`config.mk`:
```
export PLATFORM = sky130hd
export DESIGN_NAME = ram_arbiter
export DESIGN_NICKNAME = d
export VERILOG_FILES = /design/src/rtl/mcs6530_pkg.sv /design/src/rtl/ram_arbiter.sv
export SDC_FILE = /design/constraint.sdc
export NUM_CORES = 1
export LEC_CHECK = 0
export BUFFER_PORTS_ARGS = -buffer_cell sky130_fd_sc_hd__buf_2
export CORE_AREA = 3 3 80 52
export CTS_CLUSTER_SIZE = 20
export DETAILED_ROUTE_END_ITERATION = 7
export DIE_AREA = 0 0 83 55
export GPL_TIMING_DRIVEN = 0
export PLACE_DENSITY_LB_ADDON = 0.08
export SLEW_MARGIN = 5
export SYNTH_ARGS = -nofsm -noshare
export SYNTH_HDL_FRONTEND = slang
export SYNTH_SLANG_ARGS = --single-unit
export TNS_END_PERCENT = 50
```
`constraint.sdc`:
```
create_clock -name phi2 -period 2.3 [get_ports phi2]
set_input_delay 0.46 -clock phi2 [delete_from_list [all_inputs] [get_ports phi2]]
set_output_delay 0.46 -clock phi2 [all_outputs]
set_load 0.02 [all_outputs]
```
`src/rtl/mcs6530_pkg.sv`:
```
// Shared types and defaults for the RIOT scratch-RAM arbiter.
package mcs6530_pkg;

  localparam int unsigned RAM_AW = 6;
  localparam int unsigned RAM_DW = 8;

  // Who is owed the read data returning from the RAM next cycle.
  typedef enum logic [1:0] {
    OWN_NONE,
    OWN_CPU,
    OWN_HOST
  } owner_t;

  // Host-side arbitration state.
  typedef enum logic [1:0] {
    IDLE,
    WAIT,
    RD_RET,
    DROP
  } arb_state_t;

endpackage

```
`src/rtl/ram_arbiter.sv`:
```
// Shares the single-port scratch RAM between the 6502 bus and a host port.
// The CPU always wins; host accesses fill idle CPU cycles with a wait timeout.
module ram_arbiter
  import mcs6530_pkg::*;
#(
  parameter int unsigned AW      = RAM_AW,
  parameter int unsigned DW      = RAM_DW,
  parameter int unsigned TIMEOUT = 16
) (
  input  logic          phi2,
  input  logic          rst,
  input  logic          cpu_en,
  input  logic          cpu_we_n,
  input  logic [AW-1:0] cpu_a,
  input  logic [DW-1:0] cpu_di,
  output logic [DW-1:0] cpu_do,
  output logic          cpu_oe,
  input  logic          hst_req,
  input  logic          hst_we,
  input  logic [AW-1:0] hst_a,
  input  logic [DW-1:0] hst_di,
  output logic          hst_gnt,
  output logic          hst_rvalid,
  output logic [DW-1:0] hst_rdata,
  output logic          hst_err,
  output logic          ram_en,
  output logic          ram_we_n,
  output logic [AW-1:0] ram_a,
  output logic [DW-1:0] ram_di,
  input  logic [DW-1:0] ram_do
);

  localparam logic [7:0] TIMEOUT_C = 8'(TIMEOUT);

  arb_state_t    state_q, state_d;
  logic [7:0]    cnt_q, cnt_d;
  logic [7:0]    cnt_inc;
  owner_t        rd_owner_q, rd_owner_d;
  logic [DW-1:0] cpu_do_q, cpu_do_d;
  logic [DW-1:0] hst_rdata_q, hst_rdata_d;
  logic          gnt;
  logic          err;

  // FSM state and wait counter
  always_ff @(posedge phi2) begin
    if (rst) begin
      state_q <= IDLE;
      cnt_q   <= '0;
    end else begin
      state_q <= state_d;
      cnt_q   <= cnt_d;
    end
  end

  // Read-return tag and held read data
  always_ff @(posedge phi2) begin
    if (rst) begin
      rd_owner_q  <= OWN_NONE;
      cpu_do_q    <= '0;
      hst_rdata_q <= '0;
    end else begin
      rd_owner_q  <= rd_owner_d;
      cpu_do_q    <= cpu_do_d;
      hst_rdata_q <= hst_rdata_d;
    end
  end

  // Next-state: host wait / timeout / drop sequencing
  always_comb begin
    state_d = state_q;
    cnt_d   = cnt_q;
    unique case (state_q)
      IDLE, RD_RET: begin
        state_d = IDLE;
        cnt_d   = '0;
        if (hst_req && cpu_en) begin
          state_d = WAIT;
          cnt_d   = 8'd1;
        end else if (gnt) begin
          state_d = hst_we ? IDLE : RD_RET;
        end
      end
      WAIT: begin
        if (!hst_req) begin
          state_d = IDLE;
          cnt_d   = '0;
        end else if (err) begin
          state_d = DROP;
          cnt_d   = '0;
        end else if (cpu_en) begin
          cnt_d = cnt_inc;
        end else begin
          state_d = hst_we ? IDLE : RD_RET;
          cnt_d   = '0;
        end
      end
      DROP: begin
        if (!hst_req) state_d = IDLE;
      end
      default: state_d = IDLE;
    endcase
  end

  // Outputs: grant decision, RAM port mux, read-return steering.
  // Everything is forced to its reset value while rst is high so an
  // in-flight read cannot leak out during the reset cycle.
  always_comb begin
    cnt_inc    = (cnt_q == 8'hFF) ? cnt_q : cnt_q + 8'd1;
    gnt        = !rst && !cpu_en && hst_req && (state_q != DROP);
    err        = !rst && cpu_en && hst_req && (state_q == WAIT) && (cnt_inc == TIMEOUT_C);
    ram_en     = 1'b0;
    ram_we_n   = 1'b1;
    ram_a      = '0;
    ram_di     = '0;
    rd_owner_d = OWN_NONE;
    if (!rst && cpu_en) begin
      ram_en   = 1'b1;
      ram_we_n = cpu_we_n;
      ram_a    = cpu_a;
      ram_di   = cpu_di;
      if (cpu_we_n) rd_owner_d = OWN_CPU;
    end else if (gnt) begin
      ram_en   = 1'b1;
      ram_we_n = !hst_we;
      ram_a    = hst_a;
      ram_di   = hst_di;
      if (!hst_we) rd_owner_d = OWN_HOST;
    end
    hst_gnt     = gnt;
    hst_err     = err;
    cpu_oe      = !rst && (rd_owner_q == OWN_CPU);
    hst_rvalid  = !rst && (rd_owner_q == OWN_HOST);
    cpu_do      = rst ? '0 : (cpu_oe ? ram_do : cpu_do_q);
    hst_rdata   = rst ? '0 : (hst_rvalid ? ram_do : hst_rdata_q);
    cpu_do_d    = cpu_do;
    hst_rdata_d = hst_rdata;
  end

endmodule
```
Word level (Yosys, flattened, before mapping)
Index checks and enable logic that the tools add are counted.

Input bits: 42. Word-level logic and storage cells: 61. Output and inout bits: 36. Register bits: 28.

$add $sub $neg: 1. Muxes and demuxes: 28. Reductions and logical operators: 17. Equal/unequal tests: 10.

Operators with widths (number): two-way mux 8 bit (10); two-way mux 2 bit (8); one-hot mux 8 bit (2 select lines) (1); two-way mux 6 bit (2); logical AND 1 bit (10); adder 8 x 1 -> 8 bit, second input constant (1); == test 8 x 5 -> 1 bit, second input constant (1); == test 8 bit, second input constant (1); == test 2 bit, second input constant (3); two-way mux 1 bit (6); one-hot mux 2 bit (3 select lines) (1); == test 2 x 1 -> 1 bit, second input constant (2); inequality test 2 bit, second input constant (2); inequality test 4 bit, second input constant (1); zero test 1 bit (3); zero test 2 bit (1); AND reduction 2 bit (1); nonzero test 2 bit (1); OR reduction 2 bit (1).

Depth between registers and ports, before layout
Depth after elaboration: 8. Gate-level depth with buffers: 8. Mapped depth without buffers: 7.

Least setup slack after synthesis
OpenSTA, ideal clock, no wires.

Path kind: input port to output port. Start: input rst. End: output ram_a[0]. Stages on the path: 6. Slack: 211 ps. Data arrival time: 1629 ps. Required time: 1840 ps. Path buffers: 2. Cell sequence: buf_2 nor2b_1 nand2_1 nor2_2 buf_2 a22o_1.

Word-level cells in the longest chain between the ends: 6. Elaborated cells between the ends (all ways): 7. Those cells by class: 2 x mux; 5 x reduce/logical.

Ends and longest elaborated chain: start: declaration (line ram_arbiter.sv:11) `input logic rst,`; zero test 1 bit (line ram_arbiter.sv:109) `gnt = !rst && !cpu_en && hst_req && (state_q != DROP);`; logical AND 1 bit (3 in series) (line ram_arbiter.sv:109); via hst_gnt (line ram_arbiter.sv:22) `output logic hst_gnt,`; two-way mux 6 bit (line ram_arbiter.sv:122) `end else if (gnt) begin`; two-way mux 6 bit (line ram_arbiter.sv:116) `if (!rst && cpu_en) begin`; end: declaration (line ram_arbiter.sv:28) `output logic [AW-1:0] ram_a,`.

The timed path passes the listed nets, and every way through them passes these cells.

Worst setup path in the final report
Start: register cnt_q[1]. End: output hst_err.

Word-level cells in the longest chain between the ends: 4. Elaborated cells between the ends (all ways): 5. Those cells by class: 1 x add/sub; 2 x eq/ne; 1 x mux; 1 x reduce/logical.

Ends and longest elaborated chain: start: declaration (line ram_arbiter.sv:36) `logic [7:0] cnt_q, cnt_d;`; start signal: assignment (line ram_arbiter.sv:51) `cnt_q <= cnt_d;`; adder 8 x 1 -> 8 bit or == test 8 bit (tied branches) (line ram_arbiter.sv:108) `cnt_inc = (cnt_q == 8'hFF) ? cnt_q : cnt_q + 8'd1;`; two-way mux 8 bit * (line ram_arbiter.sv:108); == test 8 x 5 -> 1 bit * (line ram_arbiter.sv:110) `err = !rst && cpu_en && hst_req && (state_q == WAIT) && (cnt_inc == TIMEOUT_C);`; logical AND 1 bit * (line ram_arbiter.sv:110); end: declaration (line ram_arbiter.sv:25) `output logic hst_err,`.

Every way passes the cells marked *; elsewhere a longest branch is shown, timed or not.

==> flow_results.org <==
** Outcome
- The run finished with clean final reports.

** Global routing
- For this run the aggregate overflow at the end of global routing stands at 0.
- Global-route wire length before repair :: 7280 um
- Pin count of the biggest net entering global routing :: 15
- Vias in the first global route :: between 1,500 and 2,000
- The number of antenna violations at the first check in global routing came to 0.
- In the global route stage, overall resource usage came out at 0.198.

** Clock tree
- CTS saw 28 sinks.
- In this run the clock root is driven by a clkbuf_8.
- Clock buffers created by TritonCTS :: 3
- Number of levels in the clock H-tree :: 1
- Clk buf depth :: 2
- Clock slew at the register clock pins of the worst setup and hold paths :: 0.09 ns
- Clk_lat worst skew :: 0.27 ns
- TritonCTS built the clock tree.

** Route
- Dividing the detail-routed wire length by the instance count gives roughly 14 um.
- After detailed routing, the number of remaining DRC violations is 0.
- Routed Antenna Nets :: 0
- 1st-pass router iterations :: 4
- Using the TritonRoute via totals, the vias-per-cell ratio works out to 5.50.
- Number of DRC violations after detailed-routing iteration 0 :: 119
- Routed wire length :: ~4600 um
- The detailed router placed 1,841 vias in this run.

** STA
- The number of hold-slack violations in the final timing report was 0.
- Highest Clock Rate :: 0.449 GHz
- Period utilisation layout :: 0.969
- After layout, the worst setup slack is 0.0723 ns.
- Setup violations remaining at the end of the flow were counted as 0.
- At the pin with the least slew margin, the transition time is around 0.49 ns.
- Skew final :: 0.00330 ns
- Worst slew margin relative to its limit :: 0.676
- After layout, the minimum clock period comes to 2.23 ns.
- Final Slew Violations :: 0
- RSZ-0062 raised after global routing :: true

** Worst setup path
- Crit path largest cell delay :: about 0.36 ns
- Startpoint type of the worst setup path :: register
- The slowest stage of the critical path is the dfxtp_4 cell.
- Worst Setup Path Type :: register to primary output
- The setup check on the worst reg-to-reg path leaves a slack of between 0.4 and 0.5 ns.
- For the worst setup path, the data required time is 1.84 ns.
- Peak fanout along the critical path :: 2
- Traced cell by cell, the critical path runs through ha_4, and4bb_1, nand4_2, nor3b_2, and4_4, buf_6.
- In this run the critical register-to-register path is launched from cnt_q[1].
- Reg2reg end :: cnt_q[6]
- Element type at the critical path end :: primary output
- Register-to-Register Path Depth :: 8
- Data arrives at the worst endpoint at around 1.8 ns.

** Synthesis
- Most common library cells after synthesis :: a21oi_1, nand2_1, dfxtp_1
- Synthesized Nets :: between 200 and 250
- Yosys top cell by area :: dfxtp_1
- Combined area of all synthesized cells :: 0.00159 mm^2
- Flip-flop and latch count after synthesis :: 28
- A synthesized cell averages 7.72 um^2.
- Largest cells by area after synthesis :: dfxtp_1, a21oi_1, nand2_1, a22o_1, a31oi_1
- The share of synthesized area in the top cell type comes to 0.352.
- Among all cell types in the netlist, the one instantiated most often is a21oi_1.
- Synthesis produced 206 cells.
- For this run, the number of Yosys warnings is 0.
- Count of cell types in the netlist :: 45
- In this run, synthesis inferred 0 flip-flops with an integrated enable.
- For this run, the register share of the synthesized area comes to 0.352.
- Most used flip-flop cell after synthesis :: dfxtp_1
- Of all flip-flops after synthesis, the portion carrying an async set or reset was 0.

** Die
- Number of placement rows :: 17
- The floorplan step set the die width to just over 80 um.
- In this run the vertical extent of the chip is roughly 55 um.
- The initial utilization of the core area, before any placement, comes to 0.450.
- Total Die Area :: between 0.004 and 0.005 mm^2
- IO Count :: 78
- Floorplan Core Area :: between 0.003 and 0.004 mm^2

** Hold path
- The worst hold path belongs to the class input pin to register.
- Endpoint with the worst hold slack :: rd_owner_q[1]
- Along the worst hold path, the cell count comes to 2.
- Hold path startpoint :: hst_we

** Power and ir drop
- P_int :: 691 uW
- Of the total power, combinational logic draws 0.200.
- Of the total power, the share spent switching nets is 0.278.
- The share of total power dissipated in sequential elements is 0.521.
- VDD sags by at most approximately 290 uV.
- Power per cell area :: 445 mW/mm^2
- The analysis attributes to cell leakage a power of between 0.0009 and 0.001 uW.
- Power dissipated by switching net loads :: 266 uW
- Of the total power, the clock network draws 0.280.

** Layout
- Final core utilization :: 0.608
- The number of antenna diodes in the final layout is 0.
- In the final layout, the share of cells above drive strength 1 is 0.365.
- Nets :: 333
- Fill cells :: 340
- Relative to the synthesized area, the layout overhead comes to 35.1%.
- Finished Cell Area :: between 0.002 and 0.0025 mm^2

** Placed design
- Input/output buffers :: 75
- Timing analysis after detailed placement gives a worst setup slack of 0.0300 ns.
- After detailed placement, the total cell area comes to between 0.002 and 0.0025 mm^2.
- Detailed placement ended at an HPWL of about 3600 um.
- Final GP Congestion :: between 0.8 and 0.9

** Job
- Across the run, the number of max-cap violations was 0.
-- how the worst max path moves through the flow --
stage	start	endpoint	slack [ns]	cells past startpoint
6_report	cnt_q[1]	hst_err	0.07	6
5_1_grt	cnt_q[1]	hst_err	-0.02	6
4_1_cts	cnt_q[1]	hst_err	0.01	6
3_5_place_dp	rst	ram_di[6]	0.03	7
3_3_place_gp	rst	ram_di[6]	0.02	7
2_1_floorplan	rst	ram_a[0]	0.21	6
-- per-stage QoR --
step / instances / hold slack [ns] / total power, uW / TNS (ns)
floorplan: 206 / 0.444 / 620 / 0
global placement: 328 / 0.451 / 696 / 0
detailed placement: 328 / 0.458 / 697 / 0
CTS: 332 / 0.382 / 960 / 0
global route: 335 / 0.404 / 993 / -0.0198
finish: 335 / 0.392 / 957 / 0
-- routing by layer --
metal	share of wire	up-vias	global-route usage	routed length, um
li1	-	911	-	-
met5	0	-	0	0
met2	0.44	79	0.315	2030
met1	0.48	847	0.276	2230
met4	0.0037	0	0.0326	17
met3	0.078	4	0.0518	364
-- critical path: cells and delay by family, from the launching register on --
family / cells / cell delay [ns]
buffers and inverters: 1 / 0.12
adder cells (fa/ha/maj): 1 / 0.23
flip-flops: 1 / 0.36
AND/OR/NAND/NOR: 4 / 0.78
-- area by class of cell --
class / instances / area (um^2) / share of cell area
Multi-Input combinational cell: 161 / 978 / 0.455
Sequential cell: 28 / 568 / 0.264
Timing Repair Buffer: 79 / 412 / 0.192
Buffer: 16 / 86.3 / 0.0402
Tap cell: 47 / 58.8 / 0.0274
Clock buffer: 3 / 41.3 / 0.0192
Inverter: 1 / 3.75 / 0.00175
-- state kept, by name, summed over array words and instances, names as in the netlist --
signal and cells:
rd_owner_q 2, cnt_q 8, state_q 2, cpu_do_q 8, hst_rdata_q 8
-- placed cells by master (no fill, tap or decap), types with 2 or more instances in the layout --
| cell | synthesis | layout |
|---|---|---|
| buf_2 | 3 | 77 |
| a21oi_1 | 39 | 39 |
| nand2_1 | 38 | 36 |
| dfxtp_1 | 28 | 26 |
| a22o_1 | 14 | 14 |
| nor2_1 | 10 | 10 |
| clkbuf_1 | 9 | 9 |
| nand3_1 | 7 | 7 |
| a31oi_1 | 6 | 6 |
| buf_6 | 3 | 4 |
| nand2b_1 | 4 | 4 |
| buf_4 | 0 | 4 |
| and3_1 | 3 | 3 |
| nor3_1 | 3 | 3 |
| o21ai_0 | 3 | 3 |
| clkbuf_8 | 0 | 3 |
| and4_4 | 1 | 2 |
| nor3b_2 | 1 | 2 |
| o21ai_1 | 2 | 2 |
| nand2_2 | 0 | 2 |
| nor2b_1 | 3 | 2 |
| and2_1 | 2 | 2 |
| dfxtp_4 | 0 | 2 |
-- timing repair --
item                                    CTS  global route
endpoints found under the hold margin     0             0
hold buffers                              0             0
resized for setup                         9             6
pin swaps                                 3             3
endpoints found under the setup margin    2            10
buffers inserted                          1             3
-- cell families after synthesis --
kind of cell             after synthesis  synth area share
XOR/XNOR                               1           0.00551
flip-flops                            28             0.352
adder cells (fa/ha/maj)                1           0.00787
AO/OA/AOI/OAI                         74             0.293
buffers and inverters                 17            0.0566
AND/OR/NAND/NOR                       85             0.284
-- power by group through the flow --
stage	Clock, uW	Sequential, uW	Combinational (uW)
final	268	498	191
after global routing	285	499	209
after CTS	274	498	188
after detailed placement	0	512	185
after global placement	0	511	184
after floorplan	0	510	109
Power figures use the tool's default switching activity.
